<file path="config.mk">
export PLATFORM = sky130hd
export DESIGN_NAME = gsm_mul_pipe
export DESIGN_NICKNAME = d
export VERILOG_FILES = /design/src/rtl/gsm_mul_pkg.sv /design/src/rtl/gsm_mul_core.sv /design/src/rtl/gsm_mul_pipe.sv
export SDC_FILE = /design/constraint.sdc
export NUM_CORES = 1
export LEC_CHECK = 0
export CORE_UTILIZATION = 66
export CTS_BUF_LIST = sky130_fd_sc_hd__clkbuf_4 sky130_fd_sc_hd__clkbuf_8
export CTS_CLUSTER_DIAMETER = 200
export DETAILED_ROUTE_END_ITERATION = 10
export PLACE_DENSITY = 0.9
export SETUP_SLACK_MARGIN = 0.3
export SYNTH_ARGS = -nofsm -noshare
export SYNTH_HDL_FRONTEND = slang
export SYNTH_SLANG_ARGS = --single-unit
</file>
<file path="constraint.sdc">
create_clock -name clk -period 15.43 [get_ports clk]
set_clock_uncertainty 0.1 [all_clocks]
set_input_delay 3.086 -clock clk [delete_from_list [all_inputs] [get_ports clk]]
set_output_delay 3.086 -clock clk [all_outputs]
set_load 0.005 [all_outputs]
</file>
<file path="src/rtl/gsm_mul_pkg.sv">
// Shared definitions for the GSM pipelined multiplier: mode encodings, product
// width helper and the legal pipeline-depth range.
package gsm_mul_pkg;

    // mode[0] selects signed din0, mode[1] selects signed din1
    localparam logic [1:0] GSM_MUL_UU = 2'b00;
    localparam logic [1:0] GSM_MUL_SU = 2'b01;
    localparam logic [1:0] GSM_MUL_US = 2'b10;
    localparam logic [1:0] GSM_MUL_SS = 2'b11;

    localparam int GSM_MUL_STAGE_MIN = 1;
    localparam int GSM_MUL_STAGE_MAX = 8;

    // Each operand gains one extension bit, so the signed product of the
    // extended operands is exact in this many bits for every mode.
    function automatic int gsm_mul_pw(input int w0, input int w1);
        return w0 + w1 + 2;
    endfunction

endpackage

</file>
<file path="src/rtl/gsm_mul_core.sv">
// Combinational extend-and-multiply: each operand is sign- or zero-extended by
// its mode bit, then the two are multiplied as signed values.
module gsm_mul_core
    import gsm_mul_pkg::*;
#(
    parameter int A_W = 16,
    parameter int B_W = 15
) (
    input  logic                      [A_W-1:0]     a,
    input  logic                      [B_W-1:0]     b,
    input  logic                      [1:0]         mode,
    output logic signed               [A_W+B_W+1:0] p
);

    localparam int PW = gsm_mul_pw(A_W, B_W);

    logic signed [PW-1:0] a_x;
    logic signed [PW-1:0] b_x;

    // Extending straight to PW keeps the multiply at PW bits; the true product
    // always fits, so the truncated result is exact.
    always_comb begin
        a_x = {{(PW - A_W){mode[0] & a[A_W-1]}}, a};
        b_x = {{(PW - B_W){mode[1] & b[B_W-1]}}, b};
        p   = a_x * b_x;
    end

endmodule

</file>
<file path="src/rtl/gsm_mul_pipe.sv">
// Pipelined GSM multiplier with per-transaction signedness, clock enable, valid
// chain and arithmetic post-shift. Define GSM_MUL_SAT_EN for saturating output with ovf.
module gsm_mul_pipe
    import gsm_mul_pkg::*;
#(
    parameter int ID         = 1,
    parameter int NUM_STAGE  = 3,
    parameter int din0_WIDTH = 16,
    parameter int din1_WIDTH = 15,
    parameter int dout_WIDTH = 31,
    parameter int SHIFT      = 0
) (
    input  logic                  clk,
    input  logic                  reset,
    input  logic                  ce,
    input  logic                  in_vld,
    input  logic [1:0]            mode,
    input  logic [din0_WIDTH-1:0] din0,
    input  logic [din1_WIDTH-1:0] din1,
    output logic                  out_vld,
    output logic [dout_WIDTH-1:0] dout,
    output logic                  ovf
);

    localparam int PW   = gsm_mul_pw(din0_WIDTH, din1_WIDTH);
    localparam int NDLY = (NUM_STAGE > 2) ? NUM_STAGE - 2 : 0;

    if (NUM_STAGE < GSM_MUL_STAGE_MIN || NUM_STAGE > GSM_MUL_STAGE_MAX) begin : g_bad_stage
        $error("gsm_mul_pipe %0d: NUM_STAGE=%0d outside %0d..%0d",
               ID, NUM_STAGE, GSM_MUL_STAGE_MIN, GSM_MUL_STAGE_MAX);
    end
    if (SHIFT < 0 || SHIFT > din0_WIDTH + din1_WIDTH) begin : g_bad_shift
        $error("gsm_mul_pipe %0d: SHIFT=%0d outside 0..%0d",
               ID, SHIFT, din0_WIDTH + din1_WIDTH);
    end

    logic [din0_WIDTH-1:0] a_mul;
    logic [din1_WIDTH-1:0] b_mul;
    logic [1:0]            mode_mul;
    logic                  vld_mul;
    logic signed [PW-1:0]  prod_mul;
    logic signed [PW-1:0]  prod_fin;
    logic                  vld_fin;

    // ---- stage p1: operand/mode/valid capture (bypassed for a single-stage pipe)
    if (NUM_STAGE == 1) begin : g_in_comb
        assign a_mul    = din0;
        assign b_mul    = din1;
        assign mode_mul = mode;
        assign vld_mul  = in_vld;
    end else begin : g_in_reg
        logic [din0_WIDTH-1:0] a_p1_q, a_p1_d;
        logic [din1_WIDTH-1:0] b_p1_q, b_p1_d;
        logic [1:0]            mode_p1_q, mode_p1_d;
        logic                  vld_p1_q, vld_p1_d;

        always_comb begin
            a_p1_d    = a_p1_q;
            b_p1_d    = b_p1_q;
            mode_p1_d = mode_p1_q;
            vld_p1_d  = vld_p1_q;
            if (ce) begin
                a_p1_d    = din0;
                b_p1_d    = din1;
                mode_p1_d = mode;
                vld_p1_d  = in_vld;
            end
        end

        always_ff @(posedge clk) begin
            if (reset) begin
                a_p1_q    <= '0;
                b_p1_q    <= '0;
                mode_p1_q <= '0;
                vld_p1_q  <= 1'b0;
            end else begin
                a_p1_q    <= a_p1_d;
                b_p1_q    <= b_p1_d;
                mode_p1_q <= mode_p1_d;
                vld_p1_q  <= vld_p1_d;
            end
        end

        assign a_mul    = a_p1_q;
        assign b_mul    = b_p1_q;
        assign mode_mul = mode_p1_q;
        assign vld_mul  = vld_p1_q;
    end

    gsm_mul_core #(
        .A_W (din0_WIDTH),
        .B_W (din1_WIDTH)
    ) u_core (
        .a    (a_mul),
        .b    (b_mul),
        .mode (mode_mul),
        .p    (prod_mul)
    );

    // ---- stage p2: product delay line, NUM_STAGE-2 registers deep
    if (NDLY == 0) begin : g_no_dly
        assign prod_fin = prod_mul;
        assign vld_fin  = vld_mul;
    end else begin : g_dly
        logic [NDLY-1:0][PW-1:0] prod_p2_q, prod_p2_d;
        logic [NDLY-1:0]         vld_p2_q, vld_p2_d;

        always_comb begin
            prod_p2_d = prod_p2_q;
            vld_p2_d  = vld_p2_q;
            if (ce) begin
                prod_p2_d[0] = prod_mul;
                vld_p2_d[0]  = vld_mul;
                for (int i = 1; i < NDLY; i++) begin
                    prod_p2_d[i] = prod_p2_q[i-1];
                    vld_p2_d[i]  = vld_p2_q[i-1];
                end
            end
        end

        always_ff @(posedge clk) begin
            if (reset) begin
                prod_p2_q <= '0;
                vld_p2_q  <= '0;
            end else begin
                prod_p2_q <= prod_p2_d;
                vld_p2_q  <= vld_p2_d;
            end
        end

        assign prod_fin = prod_p2_q[NDLY-1];
        assign vld_fin  = vld_p2_q[NDLY-1];
    end

`ifdef GSM_MUL_SAT_EN
    localparam int EW = ((PW > dout_WIDTH) ? PW : dout_WIDTH) + 1;
    localparam logic signed [EW-1:0] SAT_MAX = {{(EW - dout_WIDTH + 1){1'b0}}, {(dout_WIDTH - 1){1'b1}}};
    localparam logic signed [EW-1:0] SAT_MIN = {{(EW - dout_WIDTH + 1){1'b1}}, {(dout_WIDTH - 1){1'b0}}};

    // Returns {clamped, value}; the shifted product is widened first so the
    // range compare is exact whichever of PW and dout_WIDTH is larger.
    function automatic logic [dout_WIDTH:0] shift_sat(input logic signed [PW-1:0] p);
        logic signed [EW-1:0] v;
        v = EW'(p >>> SHIFT);
        if (v > SAT_MAX) return {1'b1, SAT_MAX[dout_WIDTH-1:0]};
        if (v < SAT_MIN) return {1'b1, SAT_MIN[dout_WIDTH-1:0]};
        return {1'b0, v[dout_WIDTH-1:0]};
    endfunction
`else
    function automatic logic [dout_WIDTH-1:0] shift_wrap(input logic signed [PW-1:0] p);
        return dout_WIDTH'(p >>> SHIFT);
    endfunction
`endif

    logic                  out_vld_q, out_vld_d;
    logic [dout_WIDTH-1:0] dout_q, dout_d;
`ifdef GSM_MUL_SAT_EN
    logic                  ovf_q, ovf_d;
    logic                  sat_hit;
`endif

    // ---- stage out: shift, narrow and (optionally) clamp into the output register
    always_comb begin
        out_vld_d = out_vld_q;
        dout_d    = dout_q;
`ifdef GSM_MUL_SAT_EN
        ovf_d     = ovf_q;
        sat_hit   = 1'b0;
`endif
        if (ce) begin
            out_vld_d = vld_fin;
`ifdef GSM_MUL_SAT_EN
            {sat_hit, dout_d} = shift_sat(prod_fin);
            ovf_d = sat_hit & vld_fin;
`else
            dout_d = shift_wrap(prod_fin);
`endif
        end
    end

    always_ff @(posedge clk) begin
        if (reset) begin
            out_vld_q <= 1'b0;
            dout_q    <= '0;
`ifdef GSM_MUL_SAT_EN
            ovf_q     <= 1'b0;
`endif
        end else begin
            out_vld_q <= out_vld_d;
            dout_q    <= dout_d;
`ifdef GSM_MUL_SAT_EN
            ovf_q     <= ovf_d;
`endif
        end
    end

    assign out_vld = out_vld_q;
    assign dout    = dout_q;
`ifdef GSM_MUL_SAT_EN
    assign ovf     = ovf_q;
`else
    assign ovf     = 1'b0;
`endif

endmodule

</file>
Yosys cells after proc, flatten, opt, wreduce, memory -nomap -nowiden
Index checks and enable logic that the tools add are counted.
- output and inout port bits: 33
- register bits: 98
- logic and storage cells: 11
- bits of input ports: 37
- bitwise gates (word level): 2
- $mul: 1
- operators with widths (operator ; count):
    $mul 17x16->31 ; 1
    $and 1x1->1 ; 2

Longest topological paths before layout
Gate-level depths: netlist of run 1.
- depth in word-level cells: 2
- mapped depth: 24
- gate-level depth less buffers: 23

By module
Synthesis of run 1 repeated with hierarchy kept, for this count alone.
- cell total of the unflattened synthesis: 1469
- area total of the unflattened synthesis: 13802.0 um^2
- modules (own cells, without submodules) (module ; sequential area each (um^2) ; area each (um^2) ; instances ; cells each):
    gsm_mul_core ; 0.0 ; 10332.4 ; 1 ; 1151
    gsm_mul_pipe ; 1961.9 ; 3469.6 ; 1 ; 318

Worst setup path before layout of run 1
OpenSTA, ideal clock, no wires.
- kind: flip-flop to flip-flop
- from: reg g_in_reg.mode_p1_q[0]
- to: reg g_dly.prod_p2_q[30] in the netlist's numbering
- data required time: 15251 ps
- clock period less this slack: 6037 ps
- library setup time: 79 ps
- path buffers: 1
- path slack: 9393 ps
- cell stages (with the launch flop): 23
- arrival: 5858 ps
- cell sequence: dfxtp_1 and2_1 clkbuf_1 nand2_1 inv_1 fa_1 inv_1 fa_1 inv_1 fa_1 fa_1 fa_1 inv_1 fa_1 inv_1 ha_1 and4_1 and3_1 nand3_1 a21oi_2 o31ai_2 xnor2_1 a211oi_2
- longest elaborated chain between the ends: 2
- ends and longest elaborated chain (item ; line ; source):
    start: declaration ; gsm_mul_pipe.sv:54 ; logic [1:0] mode_p1_q, mode_p1_d;
    start signal: assignment ; gsm_mul_pipe.sv:79 ; mode_p1_q <= mode_p1_d;
    $and 1x1->1 ; gsm_mul_core.sv:23 ; a_x = {{(PW - A_W){mode[0] & a[A_W-1]}}, a};
    $mul 17x16->31 ; gsm_mul_core.sv:25 ; p = a_x * b_x;
    end signal: assignment ; gsm_mul_pipe.sv:126 ; prod_p2_q <= prod_p2_d;
    end: declaration ; gsm_mul_pipe.sv:105 ; logic [NDLY-1:0][PW-1:0] prod_p2_q, prod_p2_d;
Every way passes these cells.
A chain may end at the register's enable or synchronous reset.

Worst setup path in the final report of run 1
- from: reg g_in_reg.a_p1_q[15] (netlist: a_mul[15])
- to: reg g_dly.prod_p2_q[30] in the netlist's numbering
- longest elaborated chain between the ends: 2
- ends and longest elaborated chain (item ; line ; source):
    start: declaration ; gsm_mul_pipe.sv:52 ; logic [din0_WIDTH-1:0] a_p1_q, a_p1_d;
    start signal: assignment ; gsm_mul_pipe.sv:77 ; a_p1_q <= a_p1_d;
    $and 1x1->1 ; gsm_mul_core.sv:23 ;
    $mul 17x16->31 (*) ; gsm_mul_core.sv:25 ;
Every way passes the cells marked *; elsewhere a longest branch is shown, timed or not.

==> key figures, run 1 <==
Place
  • Cell count after placement: ~1,800
  • I/O Buffers: between 60 and 70
  • Hpwl dp: 25,660 µm
  • Placer Congestion: 0.9232

Global route
  • GRT overflow: 0
  • Initial antenna violation count: 0
  • GRT Overall Usage: 0.3216
  • Largest net degree at the start of global routing: 64
  • Vias in the first global route: about 11,000
  • First-pass GRT wire length: ~54,000 µm

Layout
  • Fin nets: 1,912
  • Antenna fix cells: 0
  • Share of cells above drive strength 1: 0.02863
  • P&R area growth vs syn: 6.597%
  • Non-Filler Instances: 1,807
  • Filler Cell Count: 1,422

CTS
  • TritonCTS clock tree: done
  • Clock Sinks: 98
  • Clk buf depth: 2
  • CTS Hold Bufs: 0
  • H-tree depth: 3
  • Clk_lat worst skew: 0.40 ns
  • Root Driver: clkbuf_8
  • Clock transition at path regs: 0.12 ns
  • Post-CTS Setup Inserts: 0
  • # resized after CTS: 0
  • CTS buffer count: 9

Job
  • Max-cap violations: 0

Worst setup path
  • CP Class: flip-flop to flip-flop
  • Startpoint Class: flip-flop
  • Reg2reg path depth: 21
  • R2R setup slack: 8.54 ns
  • Max Fanout on Critical Path: 24
  • Critical Path AT: 7.12 ns
  • Critical Path Sink Type: flip-flop
  • CP Data Required Time: 15.66 ns

Route
  • Vias per cell: between 5 and 6
  • TritonRoute pass-1 iters: 6
  • Final ANT Viol Nets: 0
  • Residual DRC count: 0
  • Initial DRC count: slightly below 800
  • Detailed Route WL: approximately 33,000 µm
  • Routed len/inst: 18.19 µm
  • Vias: 10,400

Synthesis
  • Syn Std Cell Area: 0.01379 mm²
  • Most common cell in the synthesized netlist: inv_1
  • Yosys top cell by area: fa_1
  • EDFF count, synth: 0
  • Yosys top cell area share: 0.3804
  • Synth Instances: 1,524
  • Synth Register Bits: 98
  • Ys async rst share: 0
  • Mapped Avg Cell Area: ~9.0 µm²
  • Most common library cells after synthesis: 331 x inv_1, 262 x fa_1, 160 x nand2_1
  • Seq/Total Area, Yosys: 0.1423
  • Syn nets: 1,904
  • Synth area leaders: fa_1 38%, dfxtp_1 14%, inv_1 9.0%
  • Synth Flop Type: dfxtp_1
  • Synth Warn #: 0
  • Post-synth cell types: 71

Worst hold path
  • Worst min path class: flip-flop to flip-flop
  • Hold depth: 2

Floorplan
  • Die Wd: 146.5 µm
  • Initial core utilization: 0.6771
  • Die area: 0.02147 mm²
  • Core ar.: 0.02036 mm²
  • Row cnt: 52
  • Die H: between 100 and 150 µm
  • Ports: 70

STA
  • Final hold violations: 0
  • Minimum clock period after layout: ~6.9 ns
  • Slew of the pin with the lowest slew margin: ~0.9 ns
  • Post-Route Setup TNS: 0 ns
  • Max-slew violation count: 0
  • Setup violators final: 0
  • Fmax: 145.1 MHz
  • RSZ-0062 raised after global routing: false
  • Fin crit share: 0.4467
  • Worst slew margin: 0.3988

Run status
  • Outcome: finished, final reports clean

Power and ir drop
  • Peak supply drop: 0.05232 mV
  • Leak: 7.255 nW
  • Power density over cell area: 50.16 mW/mm²
## layout make-up
type	count	area, µm²	area share
multi-input cells	1018	10260	0.6981
flip-flops and latches	98	1962	0.1335
inverters	332	1246	0.08479
repair buffers	73	713.2	0.04852
well taps	270	337.8	0.02298
clock buffers	10	131.4	0.008938
clock inverters	6	47.55	0.003235
## cell families after synthesis
kind of cell,share of synthesized area
and+or+nand+nor,0.1537
buffers and inverters,0.1136
adders and majority gates,0.4539
AOI/OAI and AO/OA,0.06016
DFF,0.1423
muxes,0.05889
xor gates and xnor gates,0.01715
other,0.0002720
## layer usage
metal	wire length, µm	global-route usage	vias to the layer above
met5	0	0	-
li1	-	-	4616
met2	17260	0.5712	437
met4	1805	0.1661	0
met3	2044	0.04531	119
met1	11760	0.3794	5224
## stage by stage
step	util	hold slack [ns]	power [mW]	setup WS [ns]	cell area (µm²)
after floorplan	-	0.3248	0.4907	9.393	13790
after global placement	0.7130	0.3539	0.5585	8.897	14520
after detailed placement	0.7130	0.3609	0.5686	8.657	14520
after CTS	0.7217	0.3852	0.7360	8.631	14700
after global routing	0.7217	0.4049	0.7795	8.119	14700
final	0.7217	0.3883	0.7372	8.537	14700
## final timing paths
kind,endpoint,startpoint
min,g_dly.prod_p2_q[24],g_dly.prod_p2_q[24]
max reg2reg,g_dly.prod_p2_q[30],a_mul[15]
min reg2reg,g_dly.prod_p2_q[24],g_dly.prod_p2_q[24]
max,g_dly.prod_p2_q[30],a_mul[15]
## registers in the layout (all words and copies together), names as in the netlist
signal / cells
g_dly.prod_p2_q: 31
out_vld: 1
dout: 31
g_in_reg.vld_p1_q: 1
g_dly.vld_p2_q: 1
g_in_reg.mode_p1_q: 2
b_mul: 15
a_mul: 16
## worst max-delay path, stage by stage, from the launching register on
cell and delay [ns]:
dfxtp_1 0.83, and2_1 0.41, nand2_1 0.14, inv_1 0.19, fa_1 0.47, inv_1 0.22, fa_1 0.46, inv_1 0.09
fa_1 0.45, fa_1 0.50, fa_1 0.50, inv_1 0.05, fa_1 0.47, inv_1 0.04, ha_1 0.43, nand2_1 0.11
o21ai_0 0.31, a211oi_1 0.14, o31ai_1 0.41, o31ai_2 0.10, xnor2_1 0.16, a211oi_2 0.23
## placed cells by master (no fill, tap or decap), drive strengths merged, types with 8 or more instances in the layout
cell,synthesis,routed
dfxtp,98,98
and3,13,13
a21o,9,9
a21oi,40,40
and2,115,115
o21ai,20,20
xor2,8,8
clkbuf,58,10
nor2,111,111
xnor2,19,19
clkdlybuf4s50,0,66
a211oi,11,11
nand2,160,160
nor3,9,9
ha,81,81
mux2i,80,80
nand3,14,14
fa,262,262
inv,331,334
## power breakdown
part	leakage [nW]	internal (mW)	switching, mW
clock network	0.0964	0.0628	0.107
registers	0.801	0.270	0.0348
logic	6.36	0.111	0.152
(Power assumes the default switching activity.)
==> inputs of run 2 (changes only) <==
CORE_UTILIZATION = 64   (was 66)
PLACE_DENSITY = 0.88   (was 0.9)
clock period = 7 ns   (was 15.43 ns; I/O delays follow)
==> run 2 against run 1 <==
Non-clock buffer count rose by 15. Cell count rose by 1.1%. Die area rose by 3.1%. Critical endpoint is now g_dly.prod_p2_q[27]. Via count rose by 0.77%. Total power rose by 130%. Global-route usage fell by 0.54 points.
==> key figures, run 2 (synthesis results as in run 1) <==
CTS
  • Clock Sinks: 98 (unchanged)
  • TritonCTS clock tree: done
  • Root Driver: clkbuf_8
  • Clk_lat worst skew: 0.41 ns (about the same)
  • CTS Hold Bufs: 0 (unchanged)
  • Clk buf depth: 2 (unchanged)
  • CTS buffer count: 9 (unchanged)
  • Clock transition at path regs: 0.12 ns (about the same)
  • H-tree depth: 3 (unchanged)

Route
  • Vias per cell: 5.734 (-0.33%)
  • Final ANT Viol Nets: 0 (unchanged)
  • Vias: 10,480 (+0.77%)
  • Detailed Route WL: 32,500 µm (-1.1%)
  • TritonRoute pass-1 iters: 5 (-1)
  • Initial DRC count: 763 (-1.4%)
  • Routed len/inst: 17.79 µm (-2.2%)
  • Residual DRC count: 0 (unchanged)

Power and ir drop
  • Leak: 7.341 nW (+1.2%)
  • Tot Pwr: 1.673 mW (+130%)
  • Peak supply drop: 0.1142 mV (+120%)
  • Power density over cell area: 112.5 mW/mm² (+120%)

STA
  • Max-slew violation count: 0 (unchanged)
  • RSZ-0062 raised after global routing: false
  • Worst slew margin: 0.4472 (+0.04845)
  • Slew of the pin with the lowest slew margin: 0.8281 ns (-0.07257 ns)
  • Minimum clock period after layout: 6.430 ns (-0.4631 ns)
  • Fin Hold WS: 0.3701 ns (-0.01815 ns)
  • Post-Route Setup TNS: 0 ns (unchanged)
  • Final hold violations: 0 (unchanged)
  • Setup WS post-layout: 0.5698 ns (-7.967 ns)
  • Setup violators final: 0 (unchanged)
  • Fin crit share: 0.9186 (+0.4719)
  • Fmax: 155.5 MHz (+7.2%)

Layout
  • Most common cell after layout, fill and taps aside: inv_1
  • Most frequent cells in the layout: 331 x inv_1, 261 x fa_1, 160 x nand2_1
  • Non-Filler Instances: 1,827 (+1.1%)
  • P&R area growth vs syn: 7.795%
  • Design area: 0.01486 mm² (+1.1%)
  • Fin util: 0.7048 (-0.01692)
  • Share of cells above drive strength 1: 0.04446 (+0.01583)
  • Fin nets: 1,927 (+0.78%)
  • Antenna fix cells: 0 (unchanged)

Floorplan
  • Ports: 70 (unchanged)
  • Die H: 148.8 µm (+1.5%)
  • Die area: 0.02214 mm² (+3.1%)
  • Die Wd: 148.8 µm (+1.5%)
  • Core ar.: 0.02109 mm² (+3.6%)
  • Initial core utilization: 0.6539 (-0.02322)
  • Row cnt: 53 (+1.9%)

Place
  • Placed instance area: 0.01463 mm² (+0.77%)
  • Placer Congestion: 0.9601 (+4.0%)
  • Hpwl dp: 25,820 µm (+0.64%)
  • Cell count after placement: 1,810 (+1.1%)
  • I/O Buffers: 68 (unchanged)
  • Dpl ws: 0.4385 ns (-8.219 ns)

Job
  • Max-cap violations: 0 (unchanged)

Worst setup path
  • Critical Path Sink Type: flip-flop
  • Most used cell, CP: fa_1
  • Max incr delay on CP: 0.81 ns (-0.02 ns)
  • CP Data Required Time: 7.25 ns (-8.41 ns)
  • CP Class: flip-flop to flip-flop
  • Critical Path AT: 6.68 ns (-0.44 ns)
  • Startpoint Class: flip-flop
  • Reg2reg path depth: 20 (-4.8%)
  • Slowest cell on the critical path: dfxtp_1
  • Max Fanout on Critical Path: 13 (-46%)
  • Worst path cell trace: nand2_1 > fa_1 > inv_1 > fa_1 > inv_1 > fa_1 > inv_1 > fa_1 > fa_1 > inv_1 > fa_1 > inv_1 > ha_1 > and4_4 > and2_4 > nand4_2 > a31oi_2 > a2bb2oi_2 > a2111o_1 > nand3_1

Global route
  • GRT Overall Usage: 0.3161 (-0.005444)
  • First-pass GRT wire length: 53,870 µm (+0.41%)
  • Largest net degree at the start of global routing: 64 (unchanged)
  • Initial antenna violation count: 0 (unchanged)
  • Vias in the first global route: 11,120 (+0.76%)
  • GRT overflow: 0 (unchanged)

Worst hold path
  • Worst min path class: flip-flop to flip-flop
  • Hold depth: 2 (unchanged)

Run status
  • Outcome: finished, final reports clean
[run 2: area by class of cell]
type,instances,area (µm²)
Fill cell,1547,6225
Multi-Input combinational cell,1018,10270
Tap cell,275,344.1
Timing Repair Buffer,88,825.8
Clock inverter,7,82.58
Clock buffer,9,123.9
Sequential cell,98,1969
Inverter,332,1246
[run 2: worst max-delay path, delay by kind of cell, from the launching register on]
kind	cells	cell delay [ns]
fa+ha+maj	7	3.41
compound gates	3	0.96
flops	1	0.81
simple gates	5	0.80
buf+inv	5	0.25
[run 2: worst paths after layout]
kind | start | to | slack [ns]
worst max-delay path | a_mul[8] | g_dly.prod_p2_q[27] | 0.57
worst min-delay path | g_dly.prod_p2_q[0] | g_dly.prod_p2_q[0] | 0.37
worst max register to register | a_mul[8] | g_dly.prod_p2_q[27] | 0.57
worst min register to register | g_dly.prod_p2_q[0] | g_dly.prod_p2_q[0] | 0.37
[run 2: routing by layer]
metal / up-vias / wire length, µm / global-route usage
met5: - / 0 / 0
met4: 0 / 1277 / 0.1270
li1: 4640 / - / -
met3: 97 / 1952 / 0.04771
met1: 5312 / 12050 / 0.3863
met2: 427 / 17230 / 0.5610
[run 2: what timing repair did]
item,CTS,global route
resized for setup,0,11
endpoints found under the setup margin,0,6
buffers inserted,0,1
[run 2: report_power, final]
group / internal, mW / switching, mW / total, mW
Sequential: 0.596 / 0.0654 / 0.662
Clock: 0.172 / 0.239 / 0.411
Combinational: 0.251 / 0.349 / 0.600
==> inputs of run 3 (changes only) <==
CORE_ASPECT_RATIO = 0.6   (was unset)
CORE_UTILIZATION = 45   (was 64)
PLACE_DENSITY = 0.67   (was 0.88)
==> run 3 against run 2 <==
Global-route usage down 9.4 points. Hold slack improved by 0.010 ns. Fmax fell by 1.8%. Register-to-register slack lost 0.12 ns. Worst setup slack worse by 0.12 ns. Total power hardly changed. Combinational power shrank 0.8%. Wire length shrank 0.71%. Critical path depth unchanged. First-iteration DRC count fell by 20%. Cell count is 7.3% higher. Largest cell class unchanged.
==> key figures, run 3 (synthesis results as in run 1) <==
Run status
  • Outcome: finished, final reports clean

Power and ir drop
  • Peak supply drop: 0.09319 mV (-18%)
  • Power density over cell area: 111.1 mW/mm² (-1.3%)
  • Sw Share: 0.3923 (+0.001818)
  • Net Sw Power: 0.6556 mW (+0.37%)
  • Leak: 7.350 nW (+0.11%)
  • Clk pwr share: 0.251 (+0.005)
  • Power share of the sequential group: 0.393 (-0.003)
  • Combinational group share of total power: 0.356 (-0.003)
  • Internal power: 1.015 mW (-0.40%)

Global route
  • M2 GR Usage: 0.3532 (-0.2078)
  • Vias in the first global route: 10,240 (-7.9%)
  • Global-route met1 utilization: 0.3146 (-0.07170)
  • GRT Overall Usage: 0.2217 (-0.09441)
  • First-pass GRT wire length: 54,120 µm (+0.46%)
  • Largest net degree at the start of global routing: 62 (-3.1%)
  • GRT overflow: 0 (unchanged)
  • Busiest grt layer: met2
  • Initial antenna violation count: 0 (unchanged)
  • GR Util met3: 0.04139 (-0.006316)

Floorplan
  • Die Wd: 228.0 µm (+53%)
  • Die area: 0.03137 mm² (+42%)
  • Row cnt: 49 (-7.5%)
  • Die H: 137.6 µm (-7.5%)
  • Initial core utilization: 0.4590 (-0.1949)
  • Core ar.: 0.03004 mm² (+42%)
  • Ports: 70 (unchanged)

Worst setup path
  • Startpoint Class: flip-flop
  • Max Fanout on Critical Path: 18 (+5)
  • CP Class: flip-flop to flip-flop
  • CP Data Required Time: 7.28 ns (+0.03 ns)
  • Critical Path Sink Type: flip-flop
  • Max incr delay on CP: 0.86 ns (+0.05 ns)
  • Most used cell, CP: fa_1
  • Delay-heaviest family, CP: adder cells
  • Worst path cell trace: nand2_1 > fa_1 > inv_1 > fa_1 > inv_1 > fa_1 > inv_1 > fa_1 > fa_1 > inv_1 > fa_1 > inv_1 > ha_1 > and4_4 > and2_4 > nand4_2 > a31oi_2 > a2bb2oi_2 > a2111o_1 > nand3_1
  • Slowest cell on the critical path: dfxtp_1
  • Critical Path AT: 6.82 ns (+0.14 ns)
  • Buffers plus inverters on the worst setup path: 5 (unchanged)

Worst hold path
  • Worst min path class: flip-flop to flip-flop

Layout
  • P&R area growth vs syn: 9.084%
  • Fin nets: 1,927 (unchanged)
  • Filler Cell Count: 2,838 (+83%)
  • Most common cell after layout, fill and taps aside: inv_1
  • Most frequent cells in the layout: 331 x inv_1, 261 x fa_1, 160 x nand2_1
  • Fin util: 0.5007 (-0.2042)
  • Non-Filler Instances: 1,961 (+7.3%)
  • Design area: 0.01504 mm² (+1.2%)
  • Share of cells above drive strength 1: 0.04317 (-0.001289)

Route
  • Vias per cell: 5.108 (-11%)
  • Initial DRC count: 607 (-20%)
  • Vias: 10,020 (-4.4%)
  • Residual DRC count: 0 (unchanged)
  • Routed len/inst: 16.46 µm (-7.5%)
  • Detailed Route WL: 32,270 µm (-0.71%)
  • TritonRoute pass-1 iters: 5 (unchanged)
  • Final ANT Viol Nets: 0 (unchanged)

STA
  • Max-slew violation count: 0 (unchanged)
  • Fin crit share: 0.9353 (+0.01669)
  • Post-Route Setup TNS: 0 ns (unchanged)
  • RSZ-0062 raised after global routing: false
  • Final hold violations: 0 (unchanged)
  • Worst slew margin: 0.3624 (-0.08480)
  • Minimum clock period after layout: 6.547 ns (+0.1168 ns)
  • Fmax: 152.7 MHz (-1.8%)
  • Setup violators final: 0 (unchanged)
  • Slew of the pin with the lowest slew margin: 0.9564 ns (+0.1283 ns)

Place
  • Placed instance area: 0.01480 mm² (+1.1%)
  • Hpwl dp: 26,180 µm (+1.4%)
  • Cell count after placement: 1,943 (+7.3%)
  • Placer Congestion: 0.9221 (-4.0%)
  • I/O Buffers: 68 (unchanged)

CTS
  • Root Driver: clkbuf_8
  • Clk_lat worst skew: 0.44 ns (+0.03 ns)
  • H-tree depth: 3 (unchanged)
  • Clock Sinks: 98 (unchanged)
  • CTS Hold Bufs: 0 (unchanged)
  • TritonCTS clock tree: done
  • Clk buf depth: 2 (unchanged)
  • CTS buffer count: 9 (unchanged)
  • Clock transition at path regs: 0.12 ns (about the same)

Job
  • Max-cap violations: 0 (unchanged)
[run 3: changes by cell type in the layout (fill, tap and decap cells not counted), sizes merged]
cell,delta
clkinv,+1
diode,+1
inv,-1
[run 3: stage by stage]
step	hold slack (ns)	total power, mW	setup WS (ns)
2_1_floorplan	0.3248	1.082	0.9629
3_3_place_gp	0.3556	1.250	0.4452
3_5_place_dp	0.3594	1.262	0.2735
4_1_cts	0.3820	1.688	0.3975
5_1_grt	0.4024	1.792	0.3043
6_report	0.3802	1.671	0.4529
[run 3: power by group through the flow]
stage | sequential (mW) | clock [mW] | combinational [mW]
after floorplan | 0.629 | 0 | 0.453
after global placement | 0.666 | 0 | 0.584
after detailed placement | 0.668 | 0 | 0.595
after CTS | 0.655 | 0.434 | 0.599
after global routing | 0.663 | 0.460 | 0.670
final | 0.656 | 0.420 | 0.595
[run 3: final timing paths]
check                     start                   to  slack, ns  depth (start not counted)
max                    b_mul[6]  g_dly.prod_p2_q[27]       0.45                         20
min          g_dly.prod_p2_q[0]   g_dly.prod_p2_q[0]       0.38                          2
max reg2reg            b_mul[6]  g_dly.prod_p2_q[27]       0.45                         20
min reg2reg  g_dly.prod_p2_q[0]   g_dly.prod_p2_q[0]       0.38                          2
[run 3: layout make-up]
class / count / area, µm² / area share
Multi-Input combinational cell: 1018 / 10270 / 0.6827
Sequential cell: 98 / 1968 / 0.1309
Inverter: 332 / 1246 / 0.08286
Timing Repair Buffer: 88 / 838.3 / 0.05574
Tap cell: 408 / 510.5 / 0.03394
Clock buffer: 9 / 123.9 / 0.008236
Clock inverter: 7 / 82.58 / 0.005490
Antenna cell: 1 / 2.502 / 0.0001664
[run 3: worst reg2reg max path, stage by stage (launching register included)]
cell and delay [ns]:
dfxtp_1 0.86, nand2_1 0.16, fa_1 0.53, inv_1 0.05, fa_1 0.48, inv_1 0.05
fa_1 0.50, inv_1 0.06, fa_1 0.50, fa_1 0.50, inv_1 0.05, fa_1 0.47
inv_1 0.04, ha_1 0.44, and4_4 0.30, and2_4 0.15, nand4_2 0.14, a31oi_2 0.43
a2bb2oi_2 0.18, a2111o_1 0.44, nand3_1 0.08
[run 3: metal layers]
| metal | vias up | share of wire |
|---|---|---|
| li1 | 4643 | - |
| met4 | 0 | 0.015 |
| met3 | 34 | 0.056 |
| met2 | 246 | 0.46 |
| met1 | 5093 | 0.47 |
| met5 | - | 0 |
[run 3: what timing repair did]
| item | 4_1_cts | 5_1_grt |
|---|---|---|
| resized for setup | 2 | 7 |
| gates cloned | 0 | 0 |
| endpoints found under the setup margin | 1 | 7 |
| buffers inserted | 0 | 1 |
| pin swaps | 0 | 1 |
